**config.mk**
```make
export PLATFORM = sky130hd
export DESIGN_NAME = unidade_pc
export DESIGN_NICKNAME = d
export VERILOG_FILES = /design/src/rtl/unidade_pc.sv
export SDC_FILE = /design/constraint.sdc
export NUM_CORES = 1
export LEC_CHECK = 0
export CAP_MARGIN = 20
export CORE_MARGIN = 2
export CORE_UTILIZATION = 48
export CTS_BUF_LIST = sky130_fd_sc_hd__clkbuf_2
export CTS_CLUSTER_DIAMETER = 120
export DETAILED_ROUTE_END_ITERATION = 8
export PLACE_DENSITY = 0.95
export SYNTH_ARGS = -nofsm -noshare
export SYNTH_HDL_FRONTEND = slang
export SYNTH_SLANG_ARGS = --single-unit
```
**constraint.sdc**
```tcl
create_clock -name clock -period 3.9 [get_ports clock]
set_input_delay 0.78 -clock clock [delete_from_list [all_inputs] [get_ports clock]]
set_output_delay 0.78 -clock clock [all_outputs]
set_load 0.05 [all_outputs]
```
**src/rtl/unidade_pc.sv**
```systemverilog
// Program counter with wait/halt FSM and an optional return-address stack.
// Define PILHA_RETORNO_EN to build the return stack; otherwise chamada acts as desvio.
module unidade_pc #(
  parameter int                 LARGURA     = 32,
  parameter logic [LARGURA-1:0] PASSO       = 1,
  parameter logic [LARGURA-1:0] END_INICIAL = '0,
  parameter int                 PROF_PILHA  = 4
) (
  input  logic               clock,
  input  logic               reset,
  input  logic               aguarda,
  input  logic               halt,
  input  logic               desvio,
  input  logic [LARGURA-1:0] end_desvio,
  input  logic               chamada,
  input  logic               retorno,
  output logic [LARGURA-1:0] pc,
  output logic [LARGURA-1:0] pc_mais,
  output logic [1:0]         estado,
  output logic               pilha_cheia,
  output logic               pilha_vazia,
  output logic               erro_pilha
);

  typedef enum logic [1:0] {
    EXEC   = 2'b00,
    ESPERA = 2'b01,
    PARADO = 2'b10
  } estado_t;

  estado_t estado_q;
  logic    avanca;

  assign pc_mais = pc + PASSO;
  assign estado  = estado_q;
  assign avanca  = (estado_q == EXEC) && !aguarda && !halt;

  always_ff @(posedge clock) begin
    if (reset) begin
      estado_q <= EXEC;
    end else begin
      unique case (estado_q)
        EXEC:    if (halt) estado_q <= PARADO;
                 else if (aguarda) estado_q <= ESPERA;
        ESPERA:  if (halt) estado_q <= PARADO;
                 else if (!aguarda) estado_q <= EXEC;
        default: estado_q <= PARADO;
      endcase
    end
  end

`ifdef PILHA_RETORNO_EN
  localparam int PTR = $clog2(PROF_PILHA);
  localparam logic [PTR:0] CHEIO = (PTR+1)'(PROF_PILHA);

  logic [LARGURA-1:0] pilha [PROF_PILHA];
  logic [PTR:0]       ocupacao;
  logic [PTR:0]       topo;

  assign topo        = ocupacao - 1'b1;
  assign pilha_cheia = (ocupacao == CHEIO);
  assign pilha_vazia = (ocupacao == '0);

  // Retorno wins over chamada; an empty-stack retorno falls back to a sequential step.
  always_ff @(posedge clock) begin
    if (reset) begin
      pc         <= END_INICIAL;
      ocupacao   <= '0;
      erro_pilha <= 1'b0;
    end else begin
      erro_pilha <= 1'b0;
      if (avanca) begin
        if (retorno) begin
          if (pilha_vazia) begin
            pc         <= pc_mais;
            erro_pilha <= 1'b1;
          end else begin
            pc         <= pilha[topo[PTR-1:0]];
            ocupacao   <= topo;
            erro_pilha <= chamada;
          end
        end else if (chamada) begin
          pc <= end_desvio;
          if (pilha_cheia) begin
            erro_pilha <= 1'b1;
          end else begin
            pilha[ocupacao[PTR-1:0]] <= pc_mais;
            ocupacao                 <= ocupacao + 1'b1;
          end
        end else if (desvio) begin
          pc <= end_desvio;
        end else begin
          pc <= pc_mais;
        end
      end
    end
  end
`else
  logic unused_retorno;

  assign unused_retorno = retorno;
  assign pilha_cheia    = 1'b0;
  assign pilha_vazia    = 1'b1;
  assign erro_pilha     = 1'b0;

  always_ff @(posedge clock) begin
    if (reset) begin
      pc <= END_INICIAL;
    end else if (avanca) begin
      if (chamada || desvio) pc <= end_desvio;
      else                   pc <= pc_mais;
    end
  end
`endif

endmodule
```
Word-level counts from Yosys, hierarchy flattened
Cells that the tools add are included.

Flip-flop bits (word level): 34. Output and inout bits: 69.

$add $sub $neg: 1. Equality and inequality tests: 3. Muxes and demuxes: 6. Reductions and logical operators: 7.

Operators by type and width (count): 32-bit by 1-bit adder with 32-bit output (second input constant) (1); 32-bit 2-to-1 mux (1); 2-bit 2-to-1 mux (4); 3-bit != test (second input constant) (2); 2-bit case mux with 2 select lines (1); 2-bit by 1-bit == test with 1-bit output (second input constant) (1); 1-bit logical AND (2); 1-bit zero test (2); 2-bit zero test (1); 2-bit AND reduction (1); 1-bit logical OR (1).

Longest topological paths before layout
Gate-level depths: netlist of run 1.

Depth in word-level cells: 3. Mapped depth: 8.

Worst setup path before layout of run 1
OpenSTA, ideal clock, no wires.

Kind: reg2out. From: register pc[0]. To: output port pc_mais[26]. Data arrival time: 2917 ps. Required time: 3120 ps. Path slack: 203 ps. Stages on the path, launching flop included: 7. Cells stage by stage: dfxtp_1 > ha_1 > and3_1 > clkbuf_1 > nand2_1 > or4_1 > xnor2_1.

Longest elaborated chain between the ends: 1.

Ends and longest elaborated chain: start: declaration (RTL line 17) `output logic [LARGURA-1:0] pc,`; start signal: assignment (RTL line 110) `if (chamada || desvio) pc <= end_desvio;`; start signal: assignment (RTL line 111) `else pc <= pc_mais;`; 32-bit by 1-bit adder with 32-bit output (RTL line 34) `assign pc_mais = pc + PASSO;`; end: declaration (RTL line 18) `output logic [LARGURA-1:0] pc_mais,`.

Every way passes these cells.

Worst setup path after layout of run 1
From: register pc[4]. To: output port pc_mais[23].

The elaborated chain is that of the path after synthesis.

==> summary.md, run 1 <==
| Metric | Value |
|---|---|
| Drt total wl | `8410 microns` |
| Final Hold Viols | `0` |
| Initial Util | `0.503` |
| Slew Viols, Final | `0` |
| Crit end category | `primary output` |
| CTS max path bufs | `2` |
| CTS sink cnt | `34` |
| Worst-path fanout max | `9` |
| Main combinational cell family by area after synthesis | `simple AND/OR/NAND/NOR gates` |
| Worst hold path type | `flop to flop` |
| F_max | `269 MHz` |
| Post-Syn Instances | `353` |
| Post-CTS Setup Inserts | `0` |
| GRT Resource Usage Total | `0.275` |
| H-tree Lvls | `2` |
| Yosys Warn Count | `0` |
| Antenna Nets Post-Route | `0` |
| DR pass1 iterations | `7` |
| Std-Cell Rows | `26` |
| Synth Area in Compound Gates | `0.205` |
| Nets@finish | `478` |
| # diodes | `0` |
| Port bufs | `103` |
| Post-Synth XOR/XNOR Area | `0.101` |
| Seq cells post-synth | `34` |
| Sequential fraction of the synthesis area | `0.262` |
| Number of synthesized flops with an enable pin | `0` |
| Setup Skew | `33.8 ps` |
| Avg Cell Area, Syn | `7.37 sq um` |
| TNS Setup | `0 ps` |
| Worst skew pair latency | `420 ps` |
| Hold slack | `508 ps` |
| Critical path class | `flop to primary output` |
| Worst-path clk slew | `200 ps` |
| R2R Setup Slk | `1470 ps` |
| Fin crit period | `3720 ps` |
| Maximum Capacitance Violations | `0` |
| Hold_buf cts | `0` |
| Initial DRC Count | `261` |
| Status | `completed` |
| Pin count of the biggest net entering global routing | `51` |
| Die height | `77.6 microns` |
| Worst setup SP type | `flop` |
| Netlist cell types | `56` |
| RSZ-0062 raised after global routing | `false` |
| Routed vias | `3100` |
| Rel. slew slack | `0.312` |
| Fill cell count | `430` |
| Worst endpoint data arrival time | `2940 ps` |
| DR DRC count | `0` |
| Placed wire-length estimate | `5830 microns` |
| Mux share of post-synthesis cell area | `0.0236` |
| Final setup vio count | `0` |
| Commonest non-fill, non-tap cell in the layout | `clkdlybuf4s50_1` |
| CTS buffer count | `5` |
| Worst path required time | `3120 ps` |
| Die Area | `6020 sq um` |
| Async SR Flop Fraction | `0` |
| Wire length per cell | `16.5 microns` |
| Antenna violations before repair | `0` |
| TritonCTS clock tree | `done` |
| Vias in the first global route | `2746` |
| Via density per instance | `6.09` |
| Power per Cell Area | `240 nW/um^2` |
| Floorplan core area | `5170 sq um` |
| Layout cells sized above 1 | `0.0820` |
| Static Leak | `1.42 nW` |
| Ys flop type | `dfxtp_1` |
| Area of the mapped netlist | `2600 sq um` |
| Die width | `77.6 microns` |
| Commonest non-fill, non-tap cells in the layout | `clkdlybuf4s50_1, nand2_1, dfxtp_1` |
| Total I/O pin count | `108` |
| Area growth, synth to finish | `40.3%` |
| Adder-cell area share of the yosys netlist | `0.00481` |
| Simple-gate share of the synthesized area | `0.329` |
| Placer Congestion | `0.890` |
| Grt ovf | `0` |
| First-pass GRT wire length | `13500 microns` |
| Root Driver | `clkbuf_2` |
| Tcrit/Tclk final | `0.953` |
| Slew @ Worst Pin | `1030 ps` |
| Peak supply drop | `0.145 mV` |
[metal layers]
layer  wire [microns]  track usage  up-vias
met4              112       0.0875        0
met2             4070        0.453      172
met1             3490        0.348     1448
met5                0            0        -
met3              729       0.0733       13
li1                 -            -     1467
[metrics by stage]
stage	setup slack (ps)	util	total power, mW	instance area (sq um)	instances
global placement	340	0.702	0.710	3630	501
detailed placement	321	0.702	0.718	3630	501
finish	184	0.705	0.877	3650	509
global route	13.6	0.705	0.916	3650	509
CTS	19.1	0.707	0.875	3660	509
floorplan	203	-	0.599	2610	354
[path summary, 6_finish.rpt]
| path | from | to | cells past startpoint |
|---|---|---|---|
| hold / removal | estado[1] | estado[0] | 1 |
| setup / recovery | pc[4] | pc_mais[23] | 5 |
| setup reg to reg | pc[4] | pc[25] | 5 |
| hold reg to reg | estado[1] | estado[0] | 1 |
[kinds of logic after synthesis]
| logic type | Yosys count |
|---|---|
| and+or+nand+nor | 159 |
| DFF | 34 |
| xor gates and xnor gates | 30 |
| adders and majority gates | 1 |
| other | 2 |
| muxes | 6 |
| AOI/OAI and AO/OA | 79 |
| buffers and inverters | 42 |
[where the power goes]
| group | switching [mW] | internal [mW] |
|---|---|---|
| registers | 0.0284 | 0.364 |
| logic | 0.200 | 0.116 |
| clock network | 0.131 | 0.0382 |
| total | 0.359 | 0.518 |
[critical path, cell delays in order, from the launching register on]
cell           delay, ps
dfxtp_1              550
nand4_2              200
or4_1                840
nor2_1               220
xor2_1               170
dlygate4sd2_1        550
[cells in the mapped netlist (2+ instances only)]
library cell,count,share of area
a2111oi_0,2,0.0067
a21o_1,3,0.0087
a21oi_1,18,0.035
a22o_1,3,0.010
a22oi_1,8,0.023
a311oi_1,2,0.0067
a31oi_1,7,0.017
a32oi_1,2,0.0067
and3_1,11,0.026
and4_1,5,0.017
buf_2,7,0.013
buf_4,3,0.0087
clkbuf_1,24,0.035
conb_1,2,0.0029
dfxtp_1,34,0.26
inv_1,6,0.0087
mux2i_1,5,0.019
nand2_1,38,0.055
nand2b_1,2,0.0048
nand3_1,18,0.035
nand4_1,8,0.019
nand4_2,2,0.0096
nand4b_1,3,0.010
nor2_1,30,0.043
nor3_1,12,0.023
nor4_1,14,0.034
nor4b_1,3,0.010
o211ai_1,3,0.0087
o21ai_0,12,0.023
o311ai_0,3,0.010
o31ai_1,7,0.020
or3_1,2,0.0048
or4_1,3,0.0087
xnor2_1,20,0.067
xor2_1,10,0.034
[layout make-up]
class,instances,area (sq um),share of cell area
multi-input combinational,278,1750,0.480
timing repair buffer,113,1070,0.294
sequential,34,681,0.187
tap,70,87.6,0.0240
clock buffer,5,25.0,0.00686
inverter,6,22.5,0.00617
clock inverter,3,11.3,0.00309
[what timing repair did]
item	in CTS	in global routing
endpoints found under the setup margin	10	15
gates cloned	0	0
gates resized for setup	10	23
[sequential cells by signal (all words and copies together) (netlist names)]
name    cells
pc         32
estado      2
Power figures use the tool's default switching activity.
==> run 2: changes to the inputs <==
Settings changed: HOLD_SLACK_MARGIN set to 0.05.
==> results of run 2 <==
Final layout, timing and power as in run 1 (identical DEF).
==> run 3: changes to the inputs <==
Settings changed: CORE_UTILIZATION 48 to 30, PLACE_DENSITY 0.95 to 0.67.
==> summary.md, run 3 (synthesized netlist as in run 1, its figures left out) <==
| Metric | Value |
|---|---|
| Status | `completed` |
| Worst-path clk slew | `190 ps (about the same)` |
| Pin count of the biggest net entering global routing | `50 (-2.0%)` |
| Commonest non-fill, non-tap cell in the layout | `clkdlybuf4s50_1` |
| Placer Congestion | `0.820 (-7.9%)` |
| Port bufs | `103 (unchanged)` |
| Layout Cells excl Fill | `552 (+8.4%)` |
| Area growth, synth to finish | `45.0%` |
| Worst setup margin | `226 ps (+41.5 ps)` |
| Via density per instance | `5.44 (-11%)` |
| Cell-internal power | `0.523 mW (+0.96%)` |
| Die Area | `9430 sq um (+57%)` |
| Worst skew pair latency | `400 ps (-20 ps)` |
| Power per Cell Area | `234 nW/um^2 (-2.6%)` |
| Critical path class | `flop to primary output` |
| Grt ovf | `0 (unchanged)` |
| Routed vias | `3005 (-3.1%)` |
| Post-CTS Setup Inserts | `0 (unchanged)` |
| Max FFs per register | `32 (unchanged)` |
| Fin crit period | `3670 ps (-41.5 ps)` |
| Final setup vio count | `0 (unchanged)` |
| DR DRC count | `0 (unchanged)` |
| Slew Viols, Final | `0 (unchanged)` |
| Rel. slew slack | `0.391 (+0.0785)` |
| Placed wire-length estimate | `6480 microns (+11%)` |
| Critical-path top delay cell | `or4_1` |
| CP peak stage delay | `770 ps (-70 ps)` |
| CTS sink cnt | `34 (unchanged)` |
| CTS max path bufs | `2 (unchanged)` |
| Hold slack | `520 ps (+12.1 ps)` |
| Maximum Capacitance Violations | `0 (unchanged)` |
| Vias in the first global route | `2809 (+2.3%)` |
| Drt total wl | `8910 microns (+6.0%)` |
| CP top delay family | `simple AND/OR/NAND/NOR gates` |
| Commonest non-fill, non-tap cells in the layout | `clkdlybuf4s50_1, nand2_1, dfxtp_1` |
| RSZ-0062 raised after global routing | `false` |
| Root Driver | `clkbuf_2` |
| Tot Pwr | `0.883 mW (+0.72%)` |
| TNS Setup | `0 ps (unchanged)` |
| Worst endpoint data arrival time | `2890 ps (-50 ps)` |
| Total I/O pin count | `108 (unchanged)` |
| CTS buffer count | `5 (unchanged)` |
| Worst hold path type | `flop to flop` |
| Layout cells sized above 1 | `0.0940 (+0.0120)` |
| Die width | `97.1 microns (+25%)` |
| Worst-path fanout max | `9 (unchanged)` |
| Switch Pwr | `0.361 mW (+0.36%)` |
| Clk pwr share | `0.193 (about the same)` |
| CP Buf/Inv Count | `1 (unchanged)` |
| Antenna violations before repair | `0 (unchanged)` |
| H-tree Lvls | `2 (unchanged)` |
| Sequential share of power | `0.443 (-0.004)` |
| F_max | `272 MHz (+1.1%)` |
| Most flops, register | `pc` |
| Initial Util | `0.313 (-0.189)` |
| Nets@finish | `486 (+1.7%)` |
| Floorplan core area | `8300 sq um (+60%)` |
| Worst path required time | `3120 ps (about the same)` |
| # diodes | `0 (unchanged)` |
| Final instance area | `3770 sq um (+3.4%)` |
| Crit path cell chain | `nand4_2 -> or4_1 -> nor2_1 -> xnor2_1 -> dlygate4sd2_1` |
| GRT Resource Usage Total | `0.179 (-0.0954)` |
| First-pass GRT wire length | `14200 microns (+5.3%)` |
| Switching Fraction | `0.408 (-0.00144)` |
| Worst setup SP type | `flop` |
| Slew @ Worst Pin | `914 ps (-115 ps)` |
| Utilization after layout | `0.454 (-0.251)` |
| Final Hold Viols | `0 (unchanged)` |
| Placed inst area | `3730 sq um (+2.6%)` |
| Initial DRC Count | `159 (-39%)` |
| Hold_buf cts | `0 (unchanged)` |
| DR pass1 iterations | `4 (-3)` |
| Tcrit/Tclk final | `0.942 (-0.0106)` |
| Setup Skew | `11.8 ps (-22.1 ps)` |
| TritonCTS clock tree | `done` |
| Cell count after placement | `544 (+8.6%)` |
| Fill cell count | `839 (+95%)` |
| Comb pwr share | `0.364 (+0.004)` |
| Worst slack at placement | `367 ps (+45.8 ps)` |
| Antenna Nets Post-Route | `0 (unchanged)` |
| Crit end category | `primary output` |
| Wire length per cell | `16.1 microns (-2.3%)` |
| Post-CTS sizing | `5 (-5)` |
| Static Leak | `1.46 nW (+3.0%)` |
| Die height | `97.1 microns (+25%)` |
| Std-Cell Rows | `33 (+27%)` |
| Peak supply drop | `0.106 mV (-27%)` |
run 3: cell count changes in the layout (fill, tap and decap cells not counted), sizes merged:
| cell | change |
|---|---|
| clkdlybuf4s50 | +1 |
| buf | +12 |
| dlygate4sd2 | +1 |
| clkbuf | -6 |
run 3: per-layer routing:
metal  track usage  part of all wire  vias to the layer above
li1              -                 -                     1479
met1         0.238              0.43                     1405
met2         0.300              0.49                      111
met3        0.0403             0.072                       10
met4        0.0379             0.012                        0
met5             0                 0                        -
run 3: path summary, 6_finish.rpt:
kind                   from     endpoint  slack, ps  depth (start not counted)
hold / removal    estado[1]    estado[0]        520                          1
setup / recovery      pc[4]  pc_mais[27]        230                          5
hold reg to reg   estado[1]    estado[0]        520                          1
setup reg to reg      pc[4]       pc[31]       1400                          6
run 3: worst register-to-register path, cell delays in order, from the launching register on:
cell and delay (ps):
dfxtp_1 540, nand4_2 200, or4_1 770, buf_4 250
nor4_4 210, nor4b_1 90, or3_1 350
run 3: layout make-up:
class | count | area [sq um] | share of cell area
Tap cell | 105 | 131 | 0.0348
Multi-Input combinational cell | 278 | 1750 | 0.464
Inverter | 6 | 22.5 | 0.00597
Clock inverter | 3 | 11.3 | 0.00299
Timing Repair Buffer | 121 | 1150 | 0.305
Clock buffer | 5 | 25.0 | 0.00664
Sequential cell | 34 | 681 | 0.180
run 3: power by group through the flow:
stage / Combinational, mW / Clock [mW] / Sequential [mW]
floorplan: 0.153 / 0 / 0.446
global placement: 0.321 / 0 / 0.397
detailed placement: 0.324 / 0 / 0.398
CTS: 0.323 / 0.172 / 0.391
global route: 0.340 / 0.188 / 0.395
finish: 0.321 / 0.171 / 0.391
